<file path="config.mk">
export PLATFORM = sky130hd
export DESIGN_NAME = id_ex_stage
export DESIGN_NICKNAME = d
export VERILOG_FILES = /design/src/rtl/id_ex_stage_pkg.sv /design/src/rtl/id_ex_stage_fwd_mux.sv /design/src/rtl/id_ex_stage.sv
export SDC_FILE = /design/constraint.sdc
export NUM_CORES = 1
export LEC_CHECK = 0
export BUFFER_PORTS_ARGS = -buffer_cell sky130_fd_sc_hd__buf_2
export CAP_MARGIN = 20
export CORE_MARGIN = 2
export CORE_UTILIZATION = 41
export CTS_BUF_LIST = sky130_fd_sc_hd__clkbuf_8
export DETAILED_ROUTE_END_ITERATION = 7
export PLACE_DENSITY = 0.78
export REMOVE_ABC_BUFFERS = 1
export SLEW_MARGIN = 15
export SYNTH_ARGS = -nofsm -noshare
export SYNTH_HDL_FRONTEND = slang
export SYNTH_SLANG_ARGS = --single-unit
</file>
<file path="constraint.sdc">
create_clock -name clk -period 1.56 [get_ports clk]
set_input_delay 0.078 -clock clk [delete_from_list [all_inputs] [get_ports clk]]
set_output_delay 0.078 -clock clk [all_outputs]
set_load 0.02 [all_outputs]
</file>
<file path="src/rtl/id_ex_stage_pkg.sv">
// Shared decode constants and types for the ID/EX pipeline register and the ALU.
//   opcode_e  : primary opcodes understood by the decoder
//   alu_sig_e : ALU Signal codes carried into EX
//   ctrl_t    : decoded control bundle for one ID instruction
//   decode()  : opcode/funct -> ctrl_t (valid=0 means "load a bubble")
package id_ex_stage_pkg;

    typedef enum logic [5:0] {
        OP_RTYPE = 6'd0,
        OP_BEQ   = 6'd4,
        OP_ADDI  = 6'd8,
        OP_LW    = 6'd35,
        OP_SW    = 6'd43
    } opcode_e;

    typedef enum logic [5:0] {
        SIG_NONE = 6'd0,
        SIG_ADD  = 6'd32,
        SIG_SUB  = 6'd34,
        SIG_AND  = 6'd36,
        SIG_OR   = 6'd37,
        SIG_SLT  = 6'd42
    } alu_sig_e;

    typedef struct packed {
        logic       valid;
        logic       regwrite;
        logic       memread;
        logic       memwrite;
        logic       branch;
        logic       use_imm;
        logic       reads_rt;
        logic       dest_is_rt;
        logic [5:0] signal;
    } ctrl_t;

    function automatic ctrl_t decode(input logic [5:0] opcode, input logic [5:0] funct);
        ctrl_t c;
        c = '0;
        case (opcode)
            OP_RTYPE: begin
                // rt is read even when funct is unsupported; hazard detection stays conservative
                c.reads_rt = 1'b1;
                case (funct)
                    SIG_ADD, SIG_SUB, SIG_AND, SIG_OR, SIG_SLT: begin
                        c.valid    = 1'b1;
                        c.regwrite = 1'b1;
                        c.signal   = funct;
                    end
                    default: c.valid = 1'b0;
                endcase
            end
            OP_LW: begin
                c.valid      = 1'b1;
                c.regwrite   = 1'b1;
                c.memread    = 1'b1;
                c.use_imm    = 1'b1;
                c.dest_is_rt = 1'b1;
                c.signal     = SIG_ADD;
            end
            OP_SW: begin
                c.valid    = 1'b1;
                c.memwrite = 1'b1;
                c.use_imm  = 1'b1;
                c.reads_rt = 1'b1;
                c.signal   = SIG_ADD;
            end
            OP_BEQ: begin
                c.valid    = 1'b1;
                c.branch   = 1'b1;
                c.reads_rt = 1'b1;
                c.signal   = SIG_SUB;
            end
            OP_ADDI: begin
                c.valid      = 1'b1;
                c.regwrite   = 1'b1;
                c.use_imm    = 1'b1;
                c.dest_is_rt = 1'b1;
                c.signal     = SIG_ADD;
            end
            default: c = '0;
        endcase
        return c;
    endfunction

endpackage

</file>
<file path="src/rtl/id_ex_stage_fwd_mux.sv">
// Per-operand forwarding selector.
//   src           : register index of the operand held in EX
//   file_data     : register-file value captured at ID
//   exmem_*       : EX/MEM write-back candidate (highest priority)
//   memwb_*       : MEM/WB write-back candidate
//   operand       : resolved operand value; register 0 always reads 0
module fwd_mux #(
    parameter int unsigned DW = 32,
    parameter int unsigned RW = 5
) (
    input  logic [RW-1:0] src,
    input  logic [DW-1:0] file_data,
    input  logic          exmem_regwrite,
    input  logic [RW-1:0] exmem_rd,
    input  logic [DW-1:0] exmem_result,
    input  logic          memwb_regwrite,
    input  logic [RW-1:0] memwb_rd,
    input  logic [DW-1:0] memwb_result,
    output logic [DW-1:0] operand
);

    // src==0 short-circuits, which also covers the rd!=0 qualifier on both paths
    always_comb begin
        operand = file_data;
        if (src == '0)
            operand = '0;
        else if (exmem_regwrite && (exmem_rd == src))
            operand = exmem_result;
        else if (memwb_regwrite && (memwb_rd == src))
            operand = memwb_result;
    end

endmodule

</file>
<file path="src/rtl/id_ex_stage.sv">
// ID/EX pipeline register with decode, load-use hazard detection and
// EX-stage operand forwarding.
//   clk, reset             : rising-edge clock, asynchronous active-low reset
//   id_*                   : decoded-slot instruction fields and register-file data
//   flush                  : kill the instruction entering EX
//   exmem_*, memwb_*       : write-back candidates used for forwarding
//   stall                  : hold PC and IF/ID (combinational)
//   ex_valid..ex_branch    : registered EX controls
//   ex_signal, ex_dest     : registered ALU Signal code and destination register
//   ex_dataA/B, ex_store_data : forwarded operands
module id_ex_stage
    import id_ex_stage_pkg::*;
#(
    parameter int unsigned DW = 32,
    parameter int unsigned RW = 5
) (
    input  logic          clk,
    input  logic          reset,
    input  logic          id_valid,
    input  logic [5:0]    id_opcode,
    input  logic [5:0]    id_funct,
    input  logic [RW-1:0] id_rs,
    input  logic [RW-1:0] id_rt,
    input  logic [RW-1:0] id_rd,
    input  logic [DW-1:0] id_rs_data,
    input  logic [DW-1:0] id_rt_data,
    input  logic [15:0]   id_imm,
    input  logic          flush,
    input  logic          exmem_regwrite,
    input  logic [RW-1:0] exmem_rd,
    input  logic [DW-1:0] exmem_result,
    input  logic          memwb_regwrite,
    input  logic [RW-1:0] memwb_rd,
    input  logic [DW-1:0] memwb_result,
    output logic          stall,
    output logic          ex_valid,
    output logic          ex_regwrite,
    output logic          ex_memread,
    output logic          ex_memwrite,
    output logic          ex_branch,
    output logic [5:0]    ex_signal,
    output logic [DW-1:0] ex_dataA,
    output logic [DW-1:0] ex_dataB,
    output logic [DW-1:0] ex_store_data,
    output logic [RW-1:0] ex_dest
);

    ctrl_t         id_ctrl;
    logic          load_use;
    logic          load_ex;
    logic [RW-1:0] ex_rs;
    logic [RW-1:0] ex_rt;
    logic [DW-1:0] rs_q;
    logic [DW-1:0] rt_q;
    logic [DW-1:0] imm_q;
    logic          use_imm_q;
    logic [DW-1:0] fwd_rs;
    logic [DW-1:0] fwd_rt;

    always_comb begin
        id_ctrl  = decode(id_opcode, id_funct);
        load_use = ex_valid && ex_memread && (ex_dest != '0) && id_valid &&
                   ((ex_dest == id_rs) || ((ex_dest == id_rt) && id_ctrl.reads_rt));
        // reset gates stall directly so it is low for the whole reset interval
        stall    = reset && !flush && load_use;
        load_ex  = id_valid && id_ctrl.valid && !flush && !load_use;
    end

    always_ff @(posedge clk or negedge reset) begin
        if (!reset) begin
            ex_valid    <= 1'b0;
            ex_regwrite <= 1'b0;
            ex_memread  <= 1'b0;
            ex_memwrite <= 1'b0;
            ex_branch   <= 1'b0;
            ex_signal   <= '0;
            ex_dest     <= '0;
            ex_rs       <= '0;
            ex_rt       <= '0;
            rs_q        <= '0;
            rt_q        <= '0;
            imm_q       <= '0;
            use_imm_q   <= 1'b0;
        end else begin
            ex_valid    <= load_ex;
            ex_regwrite <= load_ex && id_ctrl.regwrite;
            ex_memread  <= load_ex && id_ctrl.memread;
            ex_memwrite <= load_ex && id_ctrl.memwrite;
            ex_branch   <= load_ex && id_ctrl.branch;
            // Data fields load unconditionally; a bubble only has to neutralise controls
            ex_signal   <= id_ctrl.signal;
            ex_dest     <= id_ctrl.dest_is_rt ? id_rt : id_rd;
            ex_rs       <= id_rs;
            ex_rt       <= id_rt;
            rs_q        <= id_rs_data;
            rt_q        <= id_rt_data;
            imm_q       <= {{(DW-16){id_imm[15]}}, id_imm};
            use_imm_q   <= id_ctrl.use_imm;
        end
    end

    fwd_mux #(.DW(DW), .RW(RW)) u_fwd_rs (
        .src            (ex_rs),
        .file_data      (rs_q),
        .exmem_regwrite (exmem_regwrite),
        .exmem_rd       (exmem_rd),
        .exmem_result   (exmem_result),
        .memwb_regwrite (memwb_regwrite),
        .memwb_rd       (memwb_rd),
        .memwb_result   (memwb_result),
        .operand        (fwd_rs)
    );

    fwd_mux #(.DW(DW), .RW(RW)) u_fwd_rt (
        .src            (ex_rt),
        .file_data      (rt_q),
        .exmem_regwrite (exmem_regwrite),
        .exmem_rd       (exmem_rd),
        .exmem_result   (exmem_result),
        .memwb_regwrite (memwb_regwrite),
        .memwb_rd       (memwb_rd),
        .memwb_result   (memwb_result),
        .operand        (fwd_rt)
    );

    always_comb begin
        ex_dataA      = fwd_rs;
        ex_dataB      = use_imm_q ? imm_q : fwd_rt;
        ex_store_data = fwd_rt;
    end

endmodule

</file>
Word level (Yosys, flattened, before mapping)
Cells that the tools add are included.
{"block": "totals", "reg_bits": 107, "input_bits": 187, "output_inout_bits": 113, "elab_cells": 77}
{"block": "classes", "n_eq_ne": 15, "mux": 19, "n_reduce_logical": 30}
{"cell": "32-bit 2-to-1 mux", "count": 7}
{"cell": "6-bit equality test, second input constant", "count": 7}
{"cell": "5-bit equality test", "count": 6}
{"cell": "1-bit logical AND", "count": 18}
{"cell": "6-bit one-hot mux with 3 select lines", "count": 1}
{"cell": "5-bit zero test", "count": 2}
{"cell": "1-bit 2-to-1 mux", "count": 7}
{"cell": "6-bit by 3-bit equality test with 1-bit output, second input constant", "count": 1}
{"cell": "6-bit by 4-bit equality test with 1-bit output, second input constant", "count": 1}
{"cell": "6-bit zero test", "count": 1}
{"cell": "6-bit 2-to-1 mux", "count": 1}
{"cell": "3-bit OR reduction", "count": 2}
{"cell": "5-bit 2-to-1 mux", "count": 1}
{"cell": "5-bit nonzero test", "count": 1}
{"cell": "5-bit OR reduction", "count": 1}
{"cell": "1-bit one-hot mux with 2 select lines", "count": 2}
{"cell": "4-bit OR reduction", "count": 1}
{"cell": "1-bit zero test", "count": 2}
{"cell": "2-bit OR reduction", "count": 1}
{"cell": "1-bit logical OR", "count": 1}

Longest topological paths before layout
Gate-level depths: netlist of run 1.
{"block": "depth", "ltp_word": 9, "ltp_mapped": 7, "ltp_nobuf": 5}

By module
Synthesis of run 1 repeated with hierarchy kept, for this count alone.
{"block": "hier_totals", "cells_unflattened": 576, "hier_area_um2": 6039.5}
{"module": "id_ex_stage", "n_inst": 1, "cells_per_inst": 222, "area_each_um2": 3462.1, "seq_area_each_um2": 2677.6}
{"module": "fwd_mux", "n_inst": 2, "cells_per_inst": 177, "area_each_um2": 1288.7, "seq_area_each_um2": 0.0}

Worst setup path after synthesis of run 1
OpenSTA, ideal clock, no wires.
{"block": "synth_timing", "kind": "reg2out", "from": "register ex_rs[1]", "to": "output ex_dataA[10]", "arrival_ps": 1868, "t_required_ps": 1482, "slack_ps": -386, "path_stages_with_launch": 8, "path_buffers": 2, "cell_sequence": "dfrtp_1 -> xor2_1 -> nor4_1 -> and3_1 -> buf_6 -> buf_12 -> mux2i_1 -> a211oi_1"}
{"block": "synth_between", "elab_chain_len": 5, "elab_cells_between_ends": 8, "classes_between": "eq/ne (2); mux (3); reduce/logical (3)"}
{"item": "from (decl)", "line": "id_ex_stage.sv:51", "source": "logic [RW-1:0] ex_rs;"}
{"item": "from (signal assigned)", "line": "id_ex_stage.sv:93", "source": "ex_rs <= id_rs;"}
{"item": "5-bit equality test", "line": "id_ex_stage_fwd_mux.sv:29", "source": "else if (memwb_regwrite && (memwb_rd == src))"}
{"item": "1-bit logical AND", "line": "id_ex_stage_fwd_mux.sv:29"}
{"item": "32-bit 2-to-1 mux", "line": "id_ex_stage_fwd_mux.sv:29"}
{"item": "32-bit 2-to-1 mux", "line": "id_ex_stage_fwd_mux.sv:27", "source": "else if (exmem_regwrite && (exmem_rd == src))"}
{"item": "32-bit 2-to-1 mux *", "line": "id_ex_stage_fwd_mux.sv:25", "source": "if (src == '0)"}
{"item": "to (decl)", "line": "id_ex_stage.sv:42", "source": "output logic [DW-1:0] ex_dataA,"}
Every way passes the cells marked *; elsewhere a longest branch is shown, timed or not.

Worst setup path after layout of run 1
{"block": "layout_timing", "from": "register ex_rt[2]", "to": "output ex_dataB[2]"}
{"block": "layout_between", "elab_chain_len": 6, "elab_cells_between_ends": 9, "classes_between": "eq/ne (2); mux (4); reduce/logical (3)"}
{"item": "from (decl)", "line": "id_ex_stage.sv:52", "source": "logic [RW-1:0] ex_rt;"}
{"item": "from (signal assigned)", "line": "id_ex_stage.sv:94", "source": "ex_rt <= id_rt;"}
{"item": "5-bit equality test", "line": "id_ex_stage_fwd_mux.sv:29"}
{"item": "1-bit logical AND", "line": "id_ex_stage_fwd_mux.sv:29"}
{"item": "32-bit 2-to-1 mux", "line": "id_ex_stage_fwd_mux.sv:29"}
{"item": "32-bit 2-to-1 mux", "line": "id_ex_stage_fwd_mux.sv:27"}
{"item": "32-bit 2-to-1 mux *", "line": "id_ex_stage_fwd_mux.sv:25"}
{"item": "32-bit 2-to-1 mux *", "line": "id_ex_stage.sv:128", "source": "ex_dataB = use_imm_q ? imm_q : fwd_rt;"}
{"item": "to (decl)", "line": "id_ex_stage.sv:43", "source": "output logic [DW-1:0] ex_dataB,"}
Marks and branches as above.

==> results.md, run 1 <==
- CTS Buf Count: 9
- Crit path kind: reg -> out
- CP Max Fanout: 8
- Crit end category: primary output
- Final Hold Fails: 0
- Wire per inst: 23.2 µm
- Count of pins over their slew limit: 0
- Layout cells sized above 1: 0.577
- Antenna-violating nets left: 0
- Placed insts: 1,007
- Crit path buf inv count: 3
- Fmax: 403 MHz
- Fin cells: 1,157
- Fill count: 673
- GPL Wtd Cong: 0.902
- IO buf count: 299
- All-Layer GR Usage: 0.312
- Switching Share: 0.321
- Pre-CTS WS: -0.443 ns
- Post-route DRC: 0
- Max incr delay on CP: 0.44 ns
- Post-route setup slack: -0.922 ns
- CP delay by family, top: simple AND/OR/NAND/NOR gates
- Final core occ: 0.822
- Area Overhead vs Synth: 95.8%
- GRT overflow: 0
- Io pins: 300
- PD cells: 670 nW/µm²
- DRT iter0 DRCs: 486
- Switching power: 2.23 mW
- Post-Syn Instances: 514
- Worst-path cell chain: xnor2_1, and4_4, buf_6, buf_12, and3_4, a211oi_4, o31ai_2, buf_4
- Count of final setup violators: 103
- Synth warn: 0
- Max_slew headroom: 0.560
- CTS max path bufs: 2
- Max_cap viols: 0
- Total power: 6.95 mW
- Vias in the first global route: 6,481
- Initial antenna violation count: 3
- Post-Route WL: 26.8 mm
- Initial Util: 0.420
- Core area: 12,600 µm²
- Routed vias: 6,634
- CTS Sinks: 107
- Commonest non-fill, non-tap cell in the layout: buf_2
- Outcome: finished, violations left
- Seq cells post-synth: 107
- Worst-margin pin slew: 0.650 ns
- P_int: 4.72 mW
- CP startpoint kind: flip-flop
- H-tree levels: 3
- Setup TNS: -76.59 ns
- Crit path DAT: 2.40 ns
- Unique masters post-synth: 39
- RSZ-0062 raised after global routing: true
- Register share of total power: 0.430
- Register area share after synthesis: 0.506
- Fin Clk Skew: 0.0106 ns
- Later-pin clock latency in the skew report: 0.39 ns
- Slowest stage cell on the critical path: dfrtp_1
- Critical path required time: 1.48 ns
- Die H: 118 µm
- Avg Inst Size Synth: 10.3 µm²
- Commonest non-fill, non-tap cells in the layout: 241 x buf_2, 106 x dfrtp_1, 101 x dlygate4sd3_1
- Clk pwr share: 0.255
- Die area: 13,800 µm²
- Die W: 118 µm
- CTS tree: done
- Combinational share of power: 0.315
- Worst Hold Class: in -> reg
- Lkg Pwr: 4.75 nW
- CTS root buf: clkbuf_8
- Peak supply drop: 0.610 mV
- First-pass DRT Iterations: 5
- First-pass GRT wire length: 33.5 mm
- Largest net degree at the start of global routing: 56
- Routed vias/inst: 5.73
- Worst-path clk slew: 0.11 ns
- Period minus WS final: 2.48 ns
- Detail Placement HPWL: 14.3 mm
- Row Count: 41
- NumNets Final: 1,164
- Synthesized area: 5300 µm²
- Final Cycle Share: 1.59
- Failing checks: setup timing
power by group through the flow:
stage | Sequential (mW) | Combinational (mW) | Clock, mW
floorplan | 3.01 | 0.669 | 0
global route | 3.00 | 2.28 | 1.87
global placement | 3.00 | 1.45 | 0
finish | 2.99 | 2.19 | 1.77
CTS | 2.95 | 1.73 | 1.75
detailed placement | 3.01 | 1.47 | 0
Yosys cell counts:
| library cell | n | area, µm² |
|---|---|---|
| nor2_1 | 72 | 270 |
| nand2b_1 | 1 | 6.26 |
| nand2_1 | 24 | 90.1 |
| nor2b_1 | 4 | 25.0 |
| nor4_1 | 2 | 12.5 |
| mux2_2 | 5 | 56.3 |
| o31ai_1 | 32 | 240 |
| buf_6 | 1 | 11.3 |
| inv_1 | 1 | 3.75 |
| and4_1 | 1 | 8.76 |
| nor2_2 | 1 | 6.26 |
| o21ai_1 | 1 | 5.00 |
| a211oi_1 | 64 | 480 |
| nor3_1 | 34 | 170 |
| dfrtp_1 | 107 | 2680 |
| conb_1 | 1 | 3.75 |
| and2_1 | 1 | 6.26 |
| or2_1 | 2 | 12.5 |
| nor4bb_1 | 1 | 10.0 |
| and3b_1 | 1 | 8.76 |
| a21oi_1 | 2 | 10.0 |
| o21ai_0 | 2 | 10.0 |
| nand4_1 | 2 | 12.5 |
| clkbuf_1 | 22 | 82.6 |
| nand3_1 | 3 | 15.0 |
| xor2_1 | 15 | 131 |
| and4b_1 | 2 | 20.0 |
| buf_2 | 13 | 65.1 |
| nor3b_1 | 2 | 15.0 |
| a21oi_2 | 1 | 8.76 |
| mux2i_1 | 32 | 320 |
| and3_1 | 33 | 206 |
| or4_1 | 4 | 30.0 |
| xnor2_1 | 16 | 140 |
| buf_12 | 3 | 60.1 |
| o2111ai_1 | 2 | 17.5 |
| nand3b_1 | 1 | 7.51 |
| nor4b_1 | 2 | 17.5 |
| nor4_4 | 1 | 21.3 |
worst paths after layout:
path	endpoint	start	cells past startpoint	slack, ns
min in group asynchronous	rs_q[2]	reset	3	0.24
hold / removal	ex_signal[5]	id_opcode[4]	2	0.06
max in group asynchronous	rt_q[24]	reset	3	1.03
setup / recovery	ex_dataB[2]	ex_rt[2]	8	-0.92
hold reg to reg	ex_regwrite	ex_memread	4	0.86
setup reg to reg	ex_memread	ex_dest[4]	6	-0.38
repair_timing:
action                     CTS  global route
hold buffers               101             0
hold endpoints to repair   208             0
gates cloned                 0             9
gates resized for setup     58           246
setup buffers                4            20
pin swaps                   12           105
setup endpoints to repair  102           102
kinds of logic after synthesis:
| logic type | share of synthesized area |
|---|---|
| simple gates | 0.184 |
| mux | 0.0711 |
| other cells | 0.000708 |
| compound gates | 0.146 |
| flops | 0.506 |
| xor+xnor | 0.0513 |
| buf+inv | 0.0420 |
area by class of cell:
type	count	area, µm²	area share
Clock buffer	9	124	0.0119
Timing Repair Buffer	491	3830	0.369
Clock inverter	7	68.8	0.00664
Sequential cell	107	2680	0.258
Antenna cell	3	7.51	0.000724
Inverter	1	3.75	0.000362
Multi-Input combinational cell	367	3450	0.332
Tap cell	172	215	0.0208
sequential cells by signal (all words and copies together), names as in the netlist:
register,flops
ex_rt,5
imm_q,16
ex_rs,5
ex_branch,1
rt_q,32
ex_memread,1
ex_memwrite,1
ex_valid,1
rs_q,32
ex_regwrite,1
ex_dest,5
ex_signal,6
use_imm_q,1
metal layers:
metal  track usage  vias up  part of all wire  wire length (µm)
li1              -     2771                 -                 -
met1         0.341     3239              0.35              9350
met2         0.544      480              0.51             13800
met3        0.0766      144             0.077              2070
met4         0.188        0             0.062              1660
met5             0        -                 0                 0
per-stage QoR:
| step | area [µm²] | hold WS (ns) |
|---|---|---|
| detailed placement | 7370 | 0.137 |
| finish | 10400 | 0.0598 |
| floorplan | 5080 | -0.218 |
| CTS | 8830 | 0.0137 |
| global route | 10400 | 0.0343 |
| global placement | 7370 | 0.133 |
Power figures use the tool's default switching activity.
==> run 2: changes to the inputs <==
Settings changed: CORE_AREA set to 2 2 117 119, CORE_MARGIN 2 to unset, CORE_UTILIZATION 41 to unset, DIE_AREA set to 0 0 119 121, PLACE_DENSITY 0.78 to 0.74, RECOVER_POWER set to 50.
Clock period 1.56 ns to 2.75 ns, I/O delays scaled along.
==> run 2 against run 1 <==
- the flow finishes with violations (DRC)
- critical path depth is 1 lower
- cell count is 6.2% lower
- highest routed layer unchanged
- global-route usage is 3.6 points lower
- worst hold slack worse by 0.011 ns
- register-to-register slack better by 1.3 ns
- largest power group unchanged
- routed wire length is 27% lower
- power is 50% lower
- utilization is 20 points lower
- clock power is 51% lower
==> results.md, run 2 (same netlist as run 1, synthesis figures left out) <==
- Outcome: finished, violations left
- Failing checks: DRC
- Post-Route WL: 19.7 mm (-27%)
- Worst-path clk slew: 0.10 ns (about the same)
- Count of final setup violators: 0 (-100%)
- Antenna-violating nets left: 0 (unchanged)
- Worst-margin pin slew: 1.33 ns (+0.675 ns)
- Die W: 119 µm (+1.1%)
- Fin Clk Skew: 0.00291 ns (-0.00767 ns)
- R2r startpoint: ex_dest[4]
- Later-pin clock latency in the skew report: 0.37 ns (-0.02 ns)
- Vias in the first global route: 6,126 (-5.5%)
- Row Count: 42 (+2.4%)
- Max_cap viols: 0 (unchanged)
- CTS Sinks: 107 (unchanged)
- NumNets Final: 1,091 (-6.3%)
- Period minus WS final: 2.64 ns
- Fmax: 379 MHz
- Max incr delay on CP: 0.45 ns (about the same)
- Area Overhead vs Synth: 54.3%
- Multi-input gate area: 2440 µm² (-29%)
- Peak supply drop: 0.308 mV (-50%)
- CTS tree: done
- Crit path buf inv count: 2 (-1)
- Core area: 13,100 µm² (+3.7%)
- DRT iter0 DRCs: 209 (-57%)
- Commonest non-fill, non-tap cell in the layout: buf_2
- Crit end category: primary output
- Diode count: 0 (-3)
- GRT overflow: 0 (unchanged)
- H-tree levels: 3 (unchanged)
- Io pins: 300 (unchanged)
- Die area: 14,400 µm² (+4.0%)
- Initial Util: 0.405 (-0.0149)
- CTS max path bufs: 2 (unchanged)
- Initial antenna violation count: 0 (-3)
- CTS Buf Count: 9 (unchanged)
- Final Cycle Share: 0.958
- Lkg Pwr: 3.90 nW (-18%)
- Worst-path cell chain: xnor2_1, nand4_1, nor2_4, buf_12, a211oi_1, o31ai_1, buf_2
- Crit path kind: reg -> out
- Routed vias: 5,761 (-13%)
- Commonest non-fill, non-tap cells in the layout: 284 x buf_2, 107 x dfrtp_1, 99 x dlygate4sd3_1
- Die H: 121 µm (+2.8%)
- Layout cells sized above 1: 0.369 (-0.209)
- Sequential cell area: 2680 µm² (about the same)
- PD cells: 423 nW/µm² (-37%)
- Slowest stage cell on the critical path: dfrtp_1
- Detail Placement HPWL: 14.0 mm (-2.0%)
- CP startpoint kind: flip-flop
- IO buf count: 299 (unchanged)
- Max_slew headroom: 0.116 (-0.444)
- GPL Wtd Cong: 0.865 (-4.1%)
- Crit path DAT: 2.50 ns (+0.10 ns)
- CTS root buf: clkbuf_8
- First-pass GRT wire length: 30.6 mm (-8.9%)
- All-Layer GR Usage: 0.275 (-0.0364)
- Critical path required time: 2.61 ns (+1.13 ns)
- Worst Hold Class: in -> reg
- RSZ-0062 raised after global routing: true
- Largest net degree at the start of global routing: 55 (-1.8%)
- HP Start: id_funct[2]
- Worst hold slack: 0.0491 ns (-0.0107 ns)
- CP delay by family, top: simple AND/OR/NAND/NOR gates
- Post-route DRC: 1 (+1)
- Setup Fix Bufs, Post-CTS: 0 (-4)
- First-pass DRT Iterations: 6 (+1)
- Count of pins over their slew limit: 0 (unchanged)
- Start point of the critical path: ex_rt[3]
- Routed vias/inst: 5.31 (-7.4%)
- Final Hold Fails: 0 (unchanged)
- Largest registers: rs_q (32), rt_q (32), imm_q (16)
- Fill count: 1,064 (+58%)
- Wire per inst: 18.2 µm (-22%)
- Final core occ: 0.624 (-0.197)
- CP Max Fanout: 17 (+9)
run 2: cell count changes in the layout (fill, tap and decap cells not counted), sizes merged:
cell	change
clkinvlp	-1
dlygate4sd3	-2
diode	-3
bufinv	-1
buf	-80
clkbuf	+10
inv	+1
run 2: layer usage:
layer  routed length, µm  track usage  vias to the layer above
li1                    -            -                     2654
met1                7350        0.301                     2732
met2               10100        0.497                      315
met3                1550       0.0658                       60
met4                 673        0.138                        0
met5                   0            0                        -
run 2: what timing repair did:
item	in CTS	in global routing
resized for setup	0	5
setup endpoints to repair	0	16
hold buffers	99	0
endpoints found under the hold margin	205	0
run 2: final cells by class:
cell class / count / area share
clock buffers: 10 / 0.0168
clock inverters: 6 / 0.00383
inverters: 1 / 0.000459
multi-input cells: 367 / 0.299
flip-flops and latches: 107 / 0.328
well taps: 176 / 0.0270
repair buffers: 418 / 0.325
run 2: report_power, final:
group          internal, mW  switching, mW  leakage, nW  total, mW
Sequential             1.65         0.0369         1.27       1.68
Combinational         0.402          0.497         2.53      0.900
Clock                 0.347          0.524       0.0988      0.871
Total                  2.39           1.06         3.90       3.45
run 2: final timing paths:
| kind | end | slack [ns] | cells past startpoint |
|---|---|---|---|
| max | ex_dataB[29] | 0.11 | 7 |
| min in group asynchronous | ex_signal[5] | 0.83 | 3 |
| max reg2reg | ex_regwrite | 0.93 | 5 |
| min reg2reg | ex_valid | 0.73 | 3 |
| min | ex_signal[1] | 0.05 | 4 |
| max in group asynchronous | rs_q[24] | 1.08 | 3 |
run 2: tightest hold or removal path, cell delays in order:
cell,delay [ns]
buf_2,0.09
nor2_1,0.05
nand2_1,0.05
o21ai_0,0.06
run 2: through the flow:
step / worst slack, ns / power [mW] / setup TNS (ns) / instance area [µm²] / instances
finish: 0.114 / 3.45 / 0 / 8170 / 1085
global route: -0.0424 / 3.63 / -0.214 / 8170 / 1085
CTS: 0.0530 / 3.48 / 0 / 8170 / 1085
detailed placement: 0.492 / 2.49 / 0 / 7010 / 970
global placement: 0.515 / 2.48 / 0 / 7010 / 970
floorplan: -0.258 / 2.09 / -8.32 / 5080 / 475
==> run 3: changes to the inputs <==
Settings changed: CORE_AREA 2 2 117 119 to unset, CORE_MARGIN set to 2, CORE_UTILIZATION set to 48, DIE_AREA 0 0 119 121 to unset, PLACE_DENSITY 0.74 to 0.83, SYNTH_HIERARCHICAL set to 1.
==> run 3 against run 2 <==
- power grew 17%
- non-clock buffer count up 9
- sequential cell count did not move
- die area shrank 6.3%
- clock skew hardly changed
- clock power grew 35%
- worst setup slack worse by 0.11 ns
- via count grew 26%
- design area is 10% higher
- global-route usage increased by 15 points
- cell count is 4.0% higher
- the flow finishes with violations (DRC, capacitance limit, slew limit)
==> results.md, run 3 <==
- Outcome: finished, violations left
- Failing checks: DRC, capacitance limit, slew limit
- Area Overhead vs Synth: 49.0%
- Combinational share of power: 0.290 (+0.029)
- Final Cycle Share: 0.997 (+0.0390)
- Fin Clk Skew: 0.00322 ns (+0.000309 ns)
- Vias in the first global route: 7,370 (+20%)
- Max incr delay on CP: 0.45 ns (about the same)
- Most used cell, CP: o21ai_0
- Synth async-reset ratio: 1.00 (unchanged)
- Later-pin clock latency in the skew report: 0.39 ns (+0.02 ns)
- Worst Hold Class: in -> reg
- CTS max path bufs: 2 (unchanged)
- Routed vias: 7,282 (+26%)
- Synth warn: 6 (+6)
- CTS root buf: clkbuf_8
- Avg Inst Size Synth: 10.5 µm² (+1.8%)
- Clk pwr share: 0.293 (+0.041)
- Unique masters post-synth: 42 (+7.7%)
- Worst-path cell chain: xnor2_2, buf_4, nand2_1, buf_8, o21ai_0, a311oi_2, inv_1, o21ai_0, buf_2
- Post-route DRC: 1 (unchanged)
- Detail Placement HPWL: 16.3 mm (+17%)
- Worst-path clk slew: 0.10 ns (about the same)
- GRT overflow: 0 (unchanged)
- Crit end category: primary output
- PD cells: 449 nW/µm² (+6.3%)
- Routed vias/inst: 6.46 (+22%)
- Register area share after synthesis: 0.443 (-0.0622)
- Initial antenna violation count: 8 (+8)
- Commonest non-fill, non-tap cell in the layout: buf_2
- Max_slew headroom: -0.115 (-0.232)
- Io pins: 300 (unchanged)
- GPL Wtd Cong: 0.934 (+8.0%)
- Fmax: 365 MHz (-3.9%)
- Crit path kind: reg -> out
- Crit path buf inv count: 4 (+2)
- Die H: 116 µm (-4.0%)
- DRT iter0 DRCs: 1,489 (+610%)
- First-pass DRT Iterations: 8 (+2)
- Post-route setup slack: 0.00695 ns (-0.107 ns)
- H-tree levels: 3 (unchanged)
- Fill count: 844 (-21%)
- Synthesized area: 6040 µm² (+14%)
- Largest net degree at the start of global routing: 48 (-13%)
- Synth top area share: 0.443 (-0.0622)
- Slowest stage cell on the critical path: dfrtp_1
- Register share of total power: 0.418 (-0.069)
- Post-synth EDFFs: 0 (unchanged)
- Peak supply drop: 0.391 mV (+27%)
- CTS Sinks: 107 (unchanged)
- RSZ-0062 raised after global routing: true
- Layout cells sized above 1: 0.434 (+0.0659)
- Die W: 116 µm (-2.4%)
- Pre-CTS WS: 0.290 ns (-0.202 ns)
- CP Max Fanout: 21 (+4)
- Antenna-violating nets left: 0 (unchanged)
- All-Layer GR Usage: 0.420 (+0.145)
- Worst hold slack: 0.0337 ns (-0.0154 ns)
- Largest registers: rs_q (32), rt_q (32), imm_q (16)
- Area leader, netlist: dfrtp_1
- CP delay by family, top: compound AO/OA/AOI/OAI gates
- Core area: 12,200 µm² (-7.1%)
- Seq cells post-synth: 107 (unchanged)
- Worst-margin pin slew: 1.67 ns (+0.347 ns)
- Switching power: 1.32 mW (+25%)
- CTS tree: done
- Post-Route WL: 27.3 mm (+39%)
- IO buf count: 299 (unchanged)
- Final Hold Fails: 0 (unchanged)
- NumNets Final: 1,135 (+4.0%)
- First-pass GRT wire length: 41.8 mm (+37%)
- Count of pins over their slew limit: 32 (+32)
- Post-synth top flop: dfrtp_1
- Row Count: 40 (-4.8%)
- Total power: 4.04 mW (+17%)
- Critical path required time: 2.61 ns (about the same)
- Count of final setup violators: 0 (unchanged)
- Lkg Pwr: 3.85 nW (-1.2%)
- Initial Util: 0.497 (+0.0918)
- CP startpoint kind: flip-flop
- Cell with the most instances after synthesis: dfrtp_1
- Commonest non-fill, non-tap cells in the layout: 274 x buf_2, 107 x dfrtp_1, 99 x dlygate4sd3_1
- Synth area leaders: dfrtp_1 44%, a311oi_2 15%, nand4_1 6.8%
- Crit path DAT: 2.61 ns (+0.11 ns)
- Post-synth top cells: 107 x dfrtp_1, 79 x o21ai_0, 68 x nor3_1, 66 x nand4_1, 60 x a311oi_2
- Wire per inst: 24.2 µm (+33%)
- CTS Buf Count: 9 (unchanged)
- P_int: 2.72 mW (+14%)
- Period minus WS final: 2.74 ns (+0.107 ns)
- Switching Share: 0.326 (+0.0200)
- Die area: 13,500 µm² (-6.3%)
- Post-Syn Instances: 576 (+12%)
- Max_cap viols: 1 (+1)
run 3: changes by cell type in the layout (fill, tap and decap cells not counted), moves of 32 or more:
cell	previous run	this run
o31ai_1	32	0
nor3_1	34	69
nor2_1	69	4
a311oi_2	0	60
nand4_1	2	66
a211oi_1	60	3
o21ai_0	3	73
run 3: area by class of cell:
type | instances | area [µm²] | area share
inverters | 19 | 71.3 | 0.00792
multi-input cells | 384 | 3030 | 0.337
repair buffers | 427 | 2750 | 0.306
clock inverters | 7 | 116 | 0.0129
diodes | 7 | 17.5 | 0.00195
flip-flops and latches | 107 | 2680 | 0.297
well taps | 168 | 210 | 0.0234
clock buffers | 9 | 124 | 0.0138
run 3: power by group through the flow:
stage                     Combinational, mW  Clock, mW  Sequential, mW
after global routing                   1.23       1.26            1.70
after global placement                0.974          0            1.71
after CTS                              1.10       1.18            1.68
after floorplan                       0.494          0            1.71
after detailed placement              0.987          0            1.71
final                                  1.17       1.18            1.69
run 3: cell families after synthesis:
kind of cell / share of synthesized area
compound gates: 0.239
xor+xnor: 0.0450
flops: 0.443
other cells: 0.000621
simple gates: 0.166
buf+inv: 0.0657
mux: 0.0406
run 3: stage by stage:
stage	TNS [ns]	cell area [µm²]	util	instances
floorplan	-45.92	5710	-	510
global placement	0	7710	0.634	1004
detailed placement	0	7710	0.634	1004
CTS	0	8950	0.736	1119
global route	-0.652	8990	0.739	1123
finish	0	9000	0.740	1128
run 3: path summary, 6_finish.rpt:
kind,startpoint,to,slack [ns],depth (start not counted)
setup / recovery,ex_rt[3],ex_dataB[15],0.007,9
hold / removal,id_funct[2],ex_signal[2],0.03,2
setup reg to reg,ex_dest[1],ex_valid,0.87,4
hold reg to reg,ex_valid,ex_memwrite,0.82,3
max in group asynchronous,reset,rs_q[27],0.65,3
min in group asynchronous,reset,imm_q[4],0.21,2
run 3: layer usage:
layer | routed length (µm) | vias up | part of all wire | track usage
met5 | 64 | - | 0.0023 | 0.0333
met4 | 2040 | 6 | 0.074 | 0.233
met3 | 3510 | 232 | 0.13 | 0.242
met2 | 12900 | 733 | 0.47 | 0.667
met1 | 8850 | 3350 | 0.32 | 0.437
li1 | - | 2961 | - | -
run 3: repair_timing:
action                                 CTS  global route
endpoints found under the hold margin  127             0
setup buffers                            0             2
hold buffers                            99             0
resized for setup                        2            16
setup endpoints to repair               24            32
pin swaps                                0             8
